--- config.mk ---
export PLATFORM = sky130hd
export DESIGN_NAME = flag_packer
export DESIGN_NICKNAME = d
export VERILOG_FILES = /design/src/rtl/flag_packer.sv
export SDC_FILE = /design/constraint.sdc
export NUM_CORES = 1
export LEC_CHECK = 0
export ABC_AREA = 1
export CORE_ASPECT_RATIO = 1.2
export CORE_MARGIN = 2
export CORE_UTILIZATION = 47
export CTS_CLUSTER_DIAMETER = 100
export CTS_CLUSTER_SIZE = 24
export DETAILED_ROUTE_END_ITERATION = 6
export GPL_ROUTABILITY_DRIVEN = 0
export PLACE_DENSITY_LB_ADDON = 0.3
export SKIP_LAST_GASP = 1
export SLEW_MARGIN = 0
export SYNTH_ARGS = -nofsm -noshare
export SYNTH_HDL_FRONTEND = slang
export SYNTH_SLANG_ARGS = --single-unit
--- constraint.sdc ---
create_clock -name clk -period 1.7 [get_ports clk]
set_clock_uncertainty 0.05 [all_clocks]
set_input_delay 0.17 -clock clk [delete_from_list [all_inputs] [get_ports clk]]
set_output_delay 0.17 -clock clk [all_outputs]
set_load 0.02 [all_outputs]
--- src/rtl/flag_packer.sv ---
// Drains single-bit flags from an attached flag_fifo and packs them LSB-first
// into WIDTH-bit words on a valid/ready output; flush emits a partial word.
module flag_packer #(
  parameter int DEPTH = 4,
  parameter int WIDTH = 8,
  parameter int CNT_W = $clog2(DEPTH + 1),
  parameter int LEN_W = $clog2(WIDTH + 1)
) (
  input  logic             clk,
  input  logic             rst_n,
  input  logic             fifo_push,
  output logic             pop,
  input  logic             pop_data,
  input  logic             flush,
  output logic             out_valid,
  input  logic             out_ready,
  output logic [WIDTH-1:0] out_data,
  output logic [LEN_W-1:0] out_len
);

  localparam logic [CNT_W-1:0] DEPTH_C = CNT_W'(DEPTH);
  localparam logic [LEN_W-1:0] WIDTH_C = LEN_W'(WIDTH);
  localparam logic [LEN_W:0]   WIDTH_X = (LEN_W + 1)'(WIDTH);

  logic [CNT_W-1:0] avail;
  logic [LEN_W-1:0] cnt;
  logic [WIDTH-1:0] acc;
  logic             inflight;
  logic             flush_pend;

  logic push_eff;
  logic slot_free;
  logic xfer;
  logic flush_drop;

  // Pop never coincides with a push, which keeps the occupancy mirror exact;
  // the in-flight bit is counted so the accumulator can never overflow.
  always_comb begin
    push_eff   = fifo_push && (avail != DEPTH_C);
    pop        = (avail != '0) && !fifo_push && !flush_pend &&
                 (({1'b0, cnt} + {{LEN_W{1'b0}}, inflight}) < WIDTH_X);
    slot_free  = !out_valid || out_ready;
    xfer       = slot_free &&
                 ((cnt == WIDTH_C) || (flush_pend && !inflight && (cnt != '0)));
    flush_drop = flush_pend && !inflight && (cnt == '0);
  end

  always_ff @(posedge clk) begin
    if (!rst_n) begin
      avail      <= '0;
      cnt        <= '0;
      acc        <= '0;
      inflight   <= 1'b0;
      flush_pend <= 1'b0;
      out_valid  <= 1'b0;
      out_data   <= '0;
      out_len    <= '0;
    end else begin
      if (push_eff) begin
        avail <= avail + CNT_W'(1);
      end else if (pop) begin
        avail <= avail - CNT_W'(1);
      end

      inflight <= pop;

      // acc only ever gains bit cnt, so bits at and above cnt stay zero
      if (xfer) begin
        acc <= '0;
        cnt <= '0;
      end else if (inflight) begin
        acc <= acc | (WIDTH'(pop_data) << cnt);
        cnt <= cnt + LEN_W'(1);
      end

      if (flush && !flush_pend) begin
        flush_pend <= 1'b1;
      end else if (xfer || flush_drop) begin
        flush_pend <= 1'b0;
      end

      if (xfer) begin
        out_valid <= 1'b1;
        out_data  <= acc;
        out_len   <= cnt;
      end else if (out_ready) begin
        out_valid <= 1'b0;
      end
    end
  end

endmodule

### Word-level counts from Yosys, hierarchy flattened

Cells that the tools add are included.

* muxes and demuxes: 6
* add/sub/neg operators: 4
* shift operators: 1
* order comparisons: 1
* reduce and logical (&&, ||, !) cells: 23
* equality and inequality tests: 2
* bitwise operators: 2

Operators by type and width (number)
* 1-bit logical AND: 9
* 8-bit bitwise OR: 1
* 1-bit by 4-bit left shift with 8-bit output: 1
* 3-bit 2-to-1 mux: 2
* 2-bit nonzero test: 3
* 4-bit by 1-bit adder with 5-bit output: 1
* 5-bit by 4-bit less-than comparator with 1-bit output, second input constant: 1
* 4-bit by 1-bit adder with 4-bit output, second input constant: 1
* 4-bit equality test, second input constant: 1
* 1-bit zero test: 4
* 4-bit zero test: 1
* 1-bit 2-to-1 mux: 4
* 4-bit nonzero test: 1
* 3-bit by 1-bit adder with 3-bit output, second input constant: 1
* 1-bit logical OR: 3
* 3-bit inequality test, second input constant: 1
* 3-bit nonzero test: 1
* 3-bit by 1-bit subtractor with 3-bit output, second input constant: 1
* 2-bit OR reduction: 1
* 1-bit inverter: 1

* input port bits: 6
* output and inout port bits: 14
* logic and storage cells: 47
* bits in registers: 30

### Longest topological paths before layout

* word-level depth: 8
* depth in mapped cells: 10
* gate-level depth less buffers: 10

### Least setup slack after synthesis

OpenSTA, ideal clock, no wires.

* path type: reg-to-reg
* from: register avail[0]
* to: register avail[2]
* stages on the path, launching flop included: 10
* clock period less this slack: 1.633 ns
* path buffers: 0
* data required time: 1.535 ns
* path slack: 0.067 ns
* setup time: 0.115 ns
* arrival: 1.468 ns
* path through: dfxtp_1 > inv_1 > nand3_1 > and2_1 > inv_1 > fa_1 > a21oi_1 > nand2_1 > a21oi_1 > nor2_1

* cells in the longest elaborated chain, start to end: 5
* elaborated cells on any way between the ends: 11
* classes of those cells: add/sub (2); eq/ne (1); mux (2); reduce/logical (6)

Ends and longest elaborated chain
* start, declared: RTL line 25 `logic [CNT_W-1:0] avail;`
* start signal, assigned: RTL line 60 `avail <= avail + CNT_W'(1);`
* start signal, assigned: RTL line 62 `avail <= avail - CNT_W'(1);`
* branches (longest 5 deep; another with 3-bit by 1-bit subtractor with 3-bit output)

Parallel ways; which one is timed is not known. The select of a mux whose other input is x is not followed.
A chain may end at the register's enable or synchronous reset.

### Final worst setup path

* from: register avail[2]
* to: output pop

* cells in the longest elaborated chain, start to end: 4

Ends and longest elaborated chain
* 3-bit nonzero test: RTL line 40 `pop = (avail != '0) && !fifo_push && !flush_pend &&`
* 1-bit logical AND (3 in series): RTL line 40
* end, declared: RTL line 12 `output logic pop,`

No other way between the ends.

==> impl_metrics.yaml <==
cells_and_area:
  syn2layout_area_growth_pct: 29.82
  nNetsFinal: 202
  layout_common_cells: "dfxtp_1, nor2_1, clkdlybuf4s50_1"
  antenna_cells: 0
  final_area_um2: 1727
  layout.cells.most_common: "dfxtp_1"
  layout-drive-gt1-share: 0.3093
power:
  p_per_area_nw_per_um2: 910.6
  switching_power_mw: 0.4847
  power.share.clock: 0.294
  ir_drop_mv: 0.6879
  totalPowerFinal_mw: 1.572
  internal_power_mw: 1.088
  sw_frac_of_total: 0.3083
  total_leakage_power_nw: 0.6469
  pwr-share-seq: 0.481
  combPwrFrac: 0.225
timing:
  hold_viol_final: 0
  holdWs_ns: 0.3694
  max_freq_mhz: 618.4
  period_share: 0.9513
  final-setup-viol-count: 0
  tightest_slew_ns: 0.6249
  grt_setup_unrepaired: "yes"
  relSlewSlack: 0.5829
  drv_slew: 0
  fin_crit_ns: 1.617
die:
  io_pins: 20
  coreArea_um2: 2733
  dieWidth_um: 52.56
  dieHeight_um: 62.28
  floorplan.initialDensity: 0.4867
  die_area_um2: 3273
  rows: 21
drt:
  first_iter_violations: 14
  drc: 0
  viasPerCell: 4.947
  drt-pass1-iter-count: 4
  postRouteAntennaNets: 0
  vias: 1128
  wire_per_inst_um: 11.53
  wl_um: 2629
critical_path:
  arrival_ns: 1.40
  worstSetupPathType: "flop to output port"
  required_ns: 1.48
  crit_path_end_kind: "output port"
  cp-start-kind: "flop"
  worstPathMaxFanout: 3
global_routing:
  overflow: 0
  grt_max_degree: 15
  grt_pass1_vias: 1080
  grt_pass1_wl_um: 4643
  grt_usage: 0.1896
  antenna_found_initial: 0
synthesis:
  synth_fp_nets: 167
  syn_inst: 158
  yosysWarningCount: 0
  syn-cell-area_um2: 1330
  synth-seq-cells: 30
  synth_cell_types: 24
  synth_seq_area_share: 0.4516
  syn_avg_cell_area_um2: 8.418
placed_design:
  dp.final_hpwl_um: 1930
  place_area_um2: 1609
  io_buffers: 19
clocking:
  clockBufferDepth: 2
  clk_latency_ns: 0.33
  clk_pin_slew_ns: 0.10
  cts_buffers: 5
  cts_tree: "yes"
  htreeDepth: 2
  root_buffer: "clkbuf_4"
  hold_buffers: 0
  cts_sinks: 30
status:
  status: "completed"
flow_run:
  maxCapViolations: 0
worst_hold_path:
  worstHoldPathType: "primary input to flop"
[power by group through the flow]
stage | combinational (mW) | clock, mW | sequential (mW)
floorplan | 0.221 | 0 | 0.774
global placement | 0.306 | 0 | 0.770
detailed placement | 0.321 | 0 | 0.772
CTS | 0.318 | 0.474 | 0.758
global route | 0.391 | 0.510 | 0.762
finish | 0.353 | 0.462 | 0.757
[cell usage after synthesis]
library cell	n	area, um2
o21ai_0	2	10.01
fa_1	1	20.02
nor3_1	8	40.04
nand2_4	2	22.52
dfxtp_1	30	600.6
nor3b_1	1	7.510
nand2_2	12	75.07
buf_4	1	7.510
inv_1	12	45.04
inv_4	1	6.260
a21oi_1	14	70.07
buf_6	1	11.26
nor2_4	2	22.52
xor2_1	1	8.760
ha_1	2	25.02
nand3_1	17	85.08
nor2_1	18	67.56
inv_2	1	3.750
a21oi_2	10	87.58
o21ai_2	2	17.52
buf_12	1	20.02
nand2_1	16	60.06
buf_2	2	10.01
and2_1	1	6.260
[final cells by class]
type	instances	area, um2
sequential	30	606.8
clock inverter	2	12.51
tap	34	42.54
clock buffer	6	51.30
timing repair buffer	33	307.8
inverter	14	55.05
multi-input combinational	109	650.6
fill	248	1006
[per-stage QoR]
stage | setup TNS [ns] | util | setup WS, ns | std cells
final | 0 | 0.6319 | 0.08284 | 228
after global routing | -0.02034 | 0.6319 | -0.01709 | 228
after CTS | 0 | 0.6126 | 0.005782 | 225
after detailed placement | -0.1774 | 0.5888 | -0.1150 | 217
after global placement | -0.07199 | 0.5888 | -0.04245 | 217
after floorplan | 0 | - | 0.06660 | 158
[layer usage]
| metal | vias up | wire length, um | global-route usage | share of wire |
|---|---|---|---|---|
| li1 | 585 | - | - | - |
| met1 | 505 | 1181 | 0.2295 | 0.45 |
| met3 | 8 | 142 | 0.07933 | 0.054 |
| met4 | 0 | 50 | 0.07051 | 0.019 |
| met5 | - | 0 | 0 | 0 |
| met2 | 30 | 1254 | 0.2953 | 0.48 |
[sequential cells by signal, summed over array words and instances, names as in the netlist]
name,flops
acc,8
out_len,4
out_valid,1
inflight,1
flush_pend,1
avail,3
cnt,4
out_data,8
[critical path, cell delays in order (launching register included)]
cell	delay, ns
dfxtp_1	0.35
inv_1	0.08
nand3_1	0.09
nand2_1	0.10
nor2_4	0.13
clkdlybuf4s15_1	0.31
[path summary, 6_finish.rpt]
path	startpoint	end	slack, ns	cells after the start
worst max-delay path	avail[2]$_SDFFE_PN0P_	pop	0.08	5
worst min-delay path	flush	flush_pend$_SDFFE_PN0P_	0.37	3
worst max register to register	avail[0]$_SDFFE_PN0P_	avail[2]$_SDFFE_PN0P_	0.09	9
worst min register to register	out_data[0]$_SDFFE_PN0P_	out_data[0]$_SDFFE_PN0P_	0.42	2
[cell families after synthesis]
logic type                 share of synthesized area
DFF                                           0.4516
xor gates and xnor gates                    0.006586
and+or+nand+nor                               0.2907
AOI/OAI and AO/OA                             0.1392
buffers and inverters                        0.07808
adders and majority gates                    0.03386
[what timing repair did]
item / CTS / global route
gates resized for setup: 3 / 9
endpoints found under the setup margin: 2 / 2
setup buffers: 0 / 3
pin swaps: 0 / 1
gates cloned: 0 / 0
No activity file was read; power rests on OpenSTA's default activity.
